## src/rtl/refund_defs_pkg.sv

```systemverilog
// Shared definitions for the refund dispenser: one-hot FSM encoding, coin
// denominations and request entry width.
package refund_defs;

  localparam int STATE_W         = 9;
  localparam int COIN_ONE_UNITS  = 2;
  localparam int COIN_HALF_UNITS = 1;
  localparam int DEF_AMT_W       = 3;
  localparam int ENTRY_W         = DEF_AMT_W + 1;

  typedef enum logic [STATE_W-1:0] {
    ST_IDLE      = 9'b0_0000_0001,
    ST_LOAD      = 9'b0_0000_0010,
    ST_COLA_FIRE = 9'b0_0000_0100,
    ST_COLA_WAIT = 9'b0_0000_1000,
    ST_COIN_SEL  = 9'b0_0001_0000,
    ST_COIN_FIRE = 9'b0_0010_0000,
    ST_COIN_WAIT = 9'b0_0100_0000,
    ST_DONE      = 9'b0_1000_0000,
    ST_FAULT     = 9'b1_0000_0000
  } state_t;

endpackage

```

## src/rtl/refund_dispenser_req_fifo.sv

```systemverilog
// Request queue for the refund dispenser: DEPTH entries of {cola, money}.
module refund_req_fifo
  import refund_defs::*;
#(
  parameter int DEPTH = 4,
  parameter int W     = ENTRY_W
) (
  input  logic         sys_clk,
  input  logic         sys_rst_n,
  input  logic         push,
  input  logic         pop,
  input  logic [W-1:0] din,
  output logic         full,
  output logic         empty,
  output logic [W-1:0] dout
);

  localparam int AW = $clog2(DEPTH);

  logic [W-1:0] mem_r [DEPTH];
  logic [AW:0]  wr_ptr_r;
  logic [AW:0]  rd_ptr_r;
  logic         do_push_s;
  logic         do_pop_s;

  // An extra pointer bit separates full from empty when the indices match.
  assign empty     = (wr_ptr_r == rd_ptr_r);
  assign full      = (wr_ptr_r[AW] != rd_ptr_r[AW]) && (wr_ptr_r[AW-1:0] == rd_ptr_r[AW-1:0]);
  assign do_pop_s  = pop && !empty;
  assign do_push_s = push && (!full || do_pop_s);
  assign dout      = mem_r[rd_ptr_r[AW-1:0]];

  // Pointer registers
  always_ff @(posedge sys_clk or negedge sys_rst_n) begin
    if (!sys_rst_n) begin
      wr_ptr_r <= {(AW+1){1'b0}};
      rd_ptr_r <= {(AW+1){1'b0}};
    end else begin
      if (do_push_s) wr_ptr_r <= wr_ptr_r + {{AW{1'b0}}, 1'b1};
      if (do_pop_s)  rd_ptr_r <= rd_ptr_r + {{AW{1'b0}}, 1'b1};
    end
  end

  // Storage array, write port only
  always_ff @(posedge sys_clk) begin
    if (do_push_s) mem_r[wr_ptr_r[AW-1:0]] <= din;
  end

endmodule

```

## src/rtl/refund_dispenser.sv

```systemverilog
// Refund dispenser: queues cola/change requests and drives actuators with
// drop-sensor confirmation. Optional macro DISPENSE_RETRY_EN re-pulses once on timeout.
module refund_dispenser
  import refund_defs::*;
#(
  parameter int PULSE_CYC   = 4,
  parameter int TIMEOUT_CYC = 1000,
  parameter int DEPTH       = 4,
  parameter int AMT_W       = 3
) (
  input  logic             sys_clk,
  input  logic             sys_rst_n,
  input  logic             req_valid,
  input  logic             req_cola,
  input  logic [AMT_W-1:0] req_money,
  output logic             req_ready,
  output logic             cola_fire,
  output logic             hop_one_fire,
  output logic             hop_half_fire,
  input  logic             sense_cola,
  input  logic             sense_coin,
  output logic             done,
  output logic             busy,
  output logic             fault,
  input  logic             fault_clr
);

  localparam int EW = AMT_W + 1;
  localparam int PW = $clog2(PULSE_CYC + 1);
  localparam int TW = $clog2(TIMEOUT_CYC + 1);
  localparam logic [PW-1:0]    PULSE_LAST = PW'(PULSE_CYC - 1);
  localparam logic [TW-1:0]    TMO_LAST   = TW'(TIMEOUT_CYC - 1);
  localparam logic [TW-1:0]    TMO_MAX    = TW'(TIMEOUT_CYC);
  localparam logic [AMT_W-1:0] ONE_UNITS  = AMT_W'(COIN_ONE_UNITS);
  localparam logic [AMT_W-1:0] HALF_UNITS = AMT_W'(COIN_HALF_UNITS);

  state_t           state_r, state_s;
  logic [AMT_W-1:0] rem_r, rem_s;
  logic             sel_one_r, sel_one_s;
  logic [PW-1:0]    pulse_cnt_r, pulse_cnt_s;
  logic [TW-1:0]    wait_cnt_r, wait_cnt_s;
  logic             seen_r, seen_s;
  logic             retry_r, retry_s;
  logic             full_s, empty_s, push_s, pop_s;
  logic [EW-1:0]    head_s;

  // Empty requests are acknowledged but never occupy a queue slot.
  assign req_ready = !full_s && (state_r != ST_FAULT);
  assign push_s    = req_valid && req_ready && (req_cola || (req_money != {AMT_W{1'b0}}));

  refund_req_fifo #(.DEPTH(DEPTH), .W(EW)) u_fifo (
    .sys_clk   (sys_clk),
    .sys_rst_n (sys_rst_n),
    .push      (push_s),
    .pop       (pop_s),
    .din       ({req_cola, req_money}),
    .full      (full_s),
    .empty     (empty_s),
    .dout      (head_s)
  );

  // State and datapath registers
  always_ff @(posedge sys_clk or negedge sys_rst_n) begin
    if (!sys_rst_n) begin
      state_r     <= ST_IDLE;
      rem_r       <= {AMT_W{1'b0}};
      sel_one_r   <= 1'b0;
      pulse_cnt_r <= {PW{1'b0}};
      wait_cnt_r  <= {TW{1'b0}};
      seen_r      <= 1'b0;
      retry_r     <= 1'b0;
    end else begin
      state_r     <= state_s;
      rem_r       <= rem_s;
      sel_one_r   <= sel_one_s;
      pulse_cnt_r <= pulse_cnt_s;
      wait_cnt_r  <= wait_cnt_s;
      seen_r      <= seen_s;
      retry_r     <= retry_s;
    end
  end

  // Next-state logic; counters and sense memory default to zero outside their states
  always_comb begin
    state_s     = state_r;
    rem_s       = rem_r;
    sel_one_s   = sel_one_r;
    pulse_cnt_s = {PW{1'b0}};
    wait_cnt_s  = {TW{1'b0}};
    seen_s      = 1'b0;
    retry_s     = retry_r;
    pop_s       = 1'b0;
    case (state_r)
      ST_IDLE: begin
        retry_s = 1'b0;
        if (!empty_s) state_s = ST_LOAD;
        else          state_s = ST_IDLE;
      end
      ST_LOAD: begin
        pop_s   = 1'b1;
        retry_s = 1'b0;
        rem_s   = head_s[AMT_W-1:0];
        if (head_s[AMT_W]) state_s = ST_COLA_FIRE;
        else               state_s = ST_COIN_SEL;
      end
      ST_COLA_FIRE, ST_COIN_FIRE: begin
        seen_s = seen_r | ((state_r == ST_COLA_FIRE) ? sense_cola : sense_coin);
        if (pulse_cnt_r == PULSE_LAST) begin
          state_s = (state_r == ST_COLA_FIRE) ? ST_COLA_WAIT : ST_COIN_WAIT;
        end else begin
          pulse_cnt_s = pulse_cnt_r + {{(PW-1){1'b0}}, 1'b1};
        end
      end
      ST_COLA_WAIT, ST_COIN_WAIT: begin
        if (seen_r || ((state_r == ST_COLA_WAIT) ? sense_cola : sense_coin)) begin
          state_s = ST_COIN_SEL;
          retry_s = 1'b0;
        end else if (wait_cnt_r == TMO_LAST) begin
`ifdef DISPENSE_RETRY_EN
          if (!retry_r) begin
            state_s = (state_r == ST_COLA_WAIT) ? ST_COLA_FIRE : ST_COIN_FIRE;
            retry_s = 1'b1;
          end else begin
            state_s = ST_FAULT;
          end
`else
          state_s = ST_FAULT;
`endif
        end else begin
          wait_cnt_s = (wait_cnt_r == TMO_MAX) ? wait_cnt_r : wait_cnt_r + {{(TW-1){1'b0}}, 1'b1};
        end
      end
      ST_COIN_SEL: begin
        retry_s = 1'b0;
        if (rem_r >= ONE_UNITS) begin
          sel_one_s = 1'b1;
          rem_s     = rem_r - ONE_UNITS;
          state_s   = ST_COIN_FIRE;
        end else if (rem_r == HALF_UNITS) begin
          sel_one_s = 1'b0;
          rem_s     = rem_r - HALF_UNITS;
          state_s   = ST_COIN_FIRE;
        end else begin
          state_s = ST_DONE;
        end
      end
      ST_DONE:  state_s = ST_IDLE;
      ST_FAULT: begin
        if (fault_clr) state_s = ST_IDLE;
        else           state_s = ST_FAULT;
      end
      default:  state_s = ST_IDLE;
    endcase
  end

  // Moore decode from the state register keeps at most one actuator active.
  assign cola_fire     = (state_r == ST_COLA_FIRE);
  assign hop_one_fire  = (state_r == ST_COIN_FIRE) && sel_one_r;
  assign hop_half_fire = (state_r == ST_COIN_FIRE) && !sel_one_r;
  assign done          = (state_r == ST_DONE);
  assign fault         = (state_r == ST_FAULT);
  assign busy          = !empty_s || (state_r != ST_IDLE);

endmodule

```

## config.mk

```make
export PLATFORM = sky130hd
export DESIGN_NAME = refund_dispenser
export DESIGN_NICKNAME = d
export VERILOG_FILES = /design/src/rtl/refund_defs_pkg.sv /design/src/rtl/refund_dispenser_req_fifo.sv /design/src/rtl/refund_dispenser.sv
export SDC_FILE = /design/constraint.sdc
export NUM_CORES = 1
export LEC_CHECK = 0
export BUFFER_PORTS_ARGS = -buffer_cell sky130_fd_sc_hd__buf_2
export CAP_MARGIN = 15
export CORE_MARGIN = 2
export CORE_UTILIZATION = 35
export DETAILED_ROUTE_END_ITERATION = 6
export GPL_TIMING_DRIVEN = 0
export HOLD_SLACK_MARGIN = 0.03
export PLACE_DENSITY_LB_ADDON = 0.1
export SYNTH_ARGS = -nofsm -noshare
export SYNTH_HDL_FRONTEND = slang
export SYNTH_SLANG_ARGS = --single-unit
```

## constraint.sdc

```tcl
create_clock -name sys_clk -period 3.6 [get_ports sys_clk]
set_clock_uncertainty 0.15 [all_clocks]
set_input_delay 1.08 -clock sys_clk [delete_from_list [all_inputs] [get_ports sys_clk]]
set_output_delay 1.08 -clock sys_clk [all_outputs]
set_load 0.02 [all_outputs]
```

==> impl_metrics.env <==
export IMPL_ys_types=55
export IMPL_grtUsageTotal_pct=13.3
export IMPL_placed_cells=345
export IMPL_grt_max_degree=34
export IMPL_io_buffers=16
export IMPL_hold_path_startpoint="pulse_cnt_r[0]$_DFF_PN0_"
export IMPL_ys_seq_elements=49
export IMPL_worstSetupStartpointType="flop"
export IMPL_cts_root_buf="clkbuf_8"
export IMPL_powerDensity_mw_per_mm2=630
export IMPL_cts_buffers=5
export IMPL_synth_top_area_share_pct=30.6
export IMPL_netlist_area_mm2=0.00262
export IMPL_fmax_ghz=0.311
export IMPL_period_needed_ps=3220
export IMPL_grt_pass1_vias=1773
export IMPL_intPower_uw=1150
export IMPL_clock_sinks=49
export IMPL_grt_pass1_wl_mm=8.81
export IMPL_die_area_mm2=0.00818
export IMPL_yosysTopAreaCell="dfrtp_1"
export IMPL_synth_avg_cell_area_um2=11.4
export IMPL_die_x_um=90.4
export IMPL_seq_area_frac_synth_pct=50.0
export IMPL_coreArea_mm2=0.00725
export IMPL_synth_async_sr_flop_share_pct=67.3
export IMPL_stdcell_count=353
export IMPL_cts_path_max_buffers=2
export IMPL_cts_resized=0
export IMPL_p_seq_share_pct=43.8
export IMPL_pwr_share_clk_pct=18.8
export IMPL_via_per_inst=4.94
export IMPL_dr_first_iter_drc_count=103
export IMPL_postCtsSetupBuffers=0
export IMPL_initial_core_util_pct=36.1
export IMPL_holdWs_ps=301
export IMPL_slew_viol_final=0
export IMPL_critPathMaxFanout=6
export IMPL_io_pins=17
export IMPL_clkLatencyLatePin_ps=310
export IMPL_syn_to_final_growth_pct=11.4
export IMPL_synth_edff_count=16
export IMPL_yosys_warnings=0
export IMPL_cp_end_kind="output port"
export IMPL_critPathRequiredTime_ps=2370
export IMPL_critical_path_arrival_ps=1990
export IMPL_rows=31
export IMPL_diodes=0
export IMPL_maxCapViolations=0
export IMPL_hold_viol_final=0
export IMPL_relSlewSlack_pct=48.6
export IMPL_drive_gt1_share_pct=17.3
export IMPL_dpl_hpwl_mm=3.64
export IMPL_rsz0062_at_grt="false"
export IMPL_critPathKind="flop to output port"
export IMPL_final_cell_area_mm2=0.00291
export IMPL_p_total_uw=1840
export IMPL_dr_pass1_iters=4
export IMPL_vias=1743
export IMPL_finalCritPeriodShare_pct=89.4
export IMPL_die_y_um=90.4
export IMPL_antenna_found_initial=0
export IMPL_netSwitchingFraction_pct=37.4
export IMPL_cp_cell_sequence="buf_2, xor2_1, nor3b_1, nand4_1, buf_2"
export IMPL_syn_nets=252
export IMPL_dpl_cell_area_mm2=0.00282
export IMPL_ir_drop_mv=0.322
export IMPL_gp_congestion=0.755
export IMPL_tightest_slew_ps=770
export IMPL_power_leakage_uw=0.00120
export IMPL_ys_flop_type="dfrtp_1"
export IMPL_holdCritPathClass="flop to flop"
export IMPL_wl_per_cell_um=14.0
export IMPL_path_clk_slew_ps=110
export IMPL_setup_viol=0
export IMPL_drt_total_wl_mm=4.94
export IMPL_drc=0
export IMPL_grt_overflow_total=0
export IMPL_cp_slowest_cell="nor3b_1"
export IMPL_layout_nets=275
export IMPL_cts_max_level=2
export IMPL_cts_hold_buf=0
export IMPL_combPwrFrac_pct=37.4
export IMPL_r2r_start="state_r[0]$_DFFE_PN1P_"
export IMPL_p_switching_uw=687
export IMPL_tns_ps=0
export IMPL_cts_tree="done"
export IMPL_cp_slowest_stage_delay_ps=460
export IMPL_ant_nets=0
export IMPL_crit_top_cell="buf_2"
export IMPL_status="completed"
export IMPL_synthTopCellsByArea="dfrtp_1, edfxtp_1, ha_1"
export IMPL_netlist_instances=230
export IMPL_cp_startpoint="u_fifo.rd_ptr_r[0]$_DFFE_PN0P_"
==> synthesized netlist by cell type (4+ instances only) <==
| cell | n |
|---|---|
| dfrtp_1 | 32 |
| nand2_1 | 7 |
| nand2b_1 | 5 |
| a21oi_1 | 4 |
| mux4_2 | 4 |
| inv_1 | 13 |
| nor3_1 | 10 |
| and2_1 | 4 |
| xnor2_1 | 8 |
| o21ai_0 | 4 |
| nand3_1 | 7 |
| edfxtp_1 | 16 |
| nor3b_1 | 6 |
| buf_2 | 5 |
| ha_1 | 12 |
| xor2_1 | 10 |
| nor4_1 | 5 |
| nor2_1 | 27 |
==> metal layers <==
layer  global-route usage [%]  share of wire, %  vias to the layer above
met1                     18.3                50                      833
met5                        0                 0                        -
met2                     21.6                46                       27
met4                     4.23              0.73                        0
li1                         -                 -                      881
met3                     2.00               2.9                        2
==> kinds of logic after synthesis <==
kind of cell / Yosys count / share of synthesized area (%)
multiplexers: 8 / 5.12
adder cells (fa/ha/maj): 12 / 5.74
buffers and inverters: 20 / 3.40
AO/OA/AOI/OAI: 31 / 9.43
XOR/XNOR: 18 / 6.03
AND/OR/NAND/NOR: 92 / 20.3
flip-flops: 49 / 50.0
==> cells in the final DEF (no fill, tap or decap), types with 4 or more instances in the layout <==
| cell type | synthesis | final |
|---|---|---|
| ha_1 | 12 | 12 |
| buf_2 | 5 | 21 |
| mux4_2 | 4 | 4 |
| nand2b_1 | 5 | 5 |
| and2_1 | 4 | 4 |
| a21oi_1 | 4 | 4 |
| nand3_1 | 7 | 7 |
| nor2_1 | 27 | 27 |
| nor3_1 | 10 | 10 |
| nor3b_1 | 6 | 6 |
| o21ai_0 | 4 | 4 |
| clkbuf_8 | 0 | 5 |
| dfrtp_1 | 32 | 32 |
| nor4_1 | 5 | 5 |
| edfxtp_1 | 16 | 16 |
| inv_1 | 13 | 13 |
| xnor2_1 | 8 | 8 |
| nand2_1 | 7 | 7 |
| xor2_1 | 10 | 10 |
==> metrics by stage <==
| stage | util [%] | setup slack, ps |
|---|---|---|
| final | 40.2 | 382 |
| after global routing | 40.2 | 276 |
| after CTS | 40.2 | 367 |
| after detailed placement | 38.9 | 739 |
| after global placement | 38.9 | 742 |
| after floorplan | - | 888 |
==> power by group through the flow <==
stage / sequential [uW] / clock, uW / combinational (uW)
after global placement: 816 / 0 / 681
after detailed placement: 817 / 0 / 689
after CTS: 805 / 363 / 694
after global routing: 824 / 380 / 783
final: 803 / 346 / 687
after floorplan: 788 / 0 / 548
==> sequential cells by signal (all words and copies together), names as in the netlist <==
name	cells
pulse_cnt_r	3
rem_r	3
seen_r	1
sel_one_r	1
state_r	9
u_fifo.mem_r	16
u_fifo.rd_ptr_r	3
u_fifo.wr_ptr_r	3
wait_cnt_r	10
==> final cells by class <==
class	instances	area [um2]
fillers	729	4340
repair buffers	16	80.1
clock inverters	3	26.3
multi-input cells	161	1220
plain buffers	7	40.0
clock buffers	5	68.8
inverters	13	48.8
well taps	99	124
flip-flops and latches	49	1310
==> worst max-delay path: cells and delay by family (launching register included) <==
| kind | cells | cell delay [ps] |
|---|---|---|
| buf+inv | 2 | 410 |
| flops | 1 | 390 |
| xor+xnor | 1 | 170 |
| simple gates | 2 | 710 |
==> path summary, 6_finish.rpt <==
kind                                                        to  slack, ps  cells after the start
worst max register to register    u_fifo.mem_r[3][0]$_DFFE_PP_       1410                      4
worst max-delay path                                      busy        380                      5
worst min-delay path                  pulse_cnt_r[0]$_DFF_PN0_        300                      1
worst min register to register        pulse_cnt_r[0]$_DFF_PN0_        300                      1
min in group asynchronous       u_fifo.wr_ptr_r[0]$_DFFE_PN0P_        690                      1
max in group asynchronous               state_r[1]$_DFFE_PN0P_       2110                      1
No activity file was read; power rests on OpenSTA's default activity.
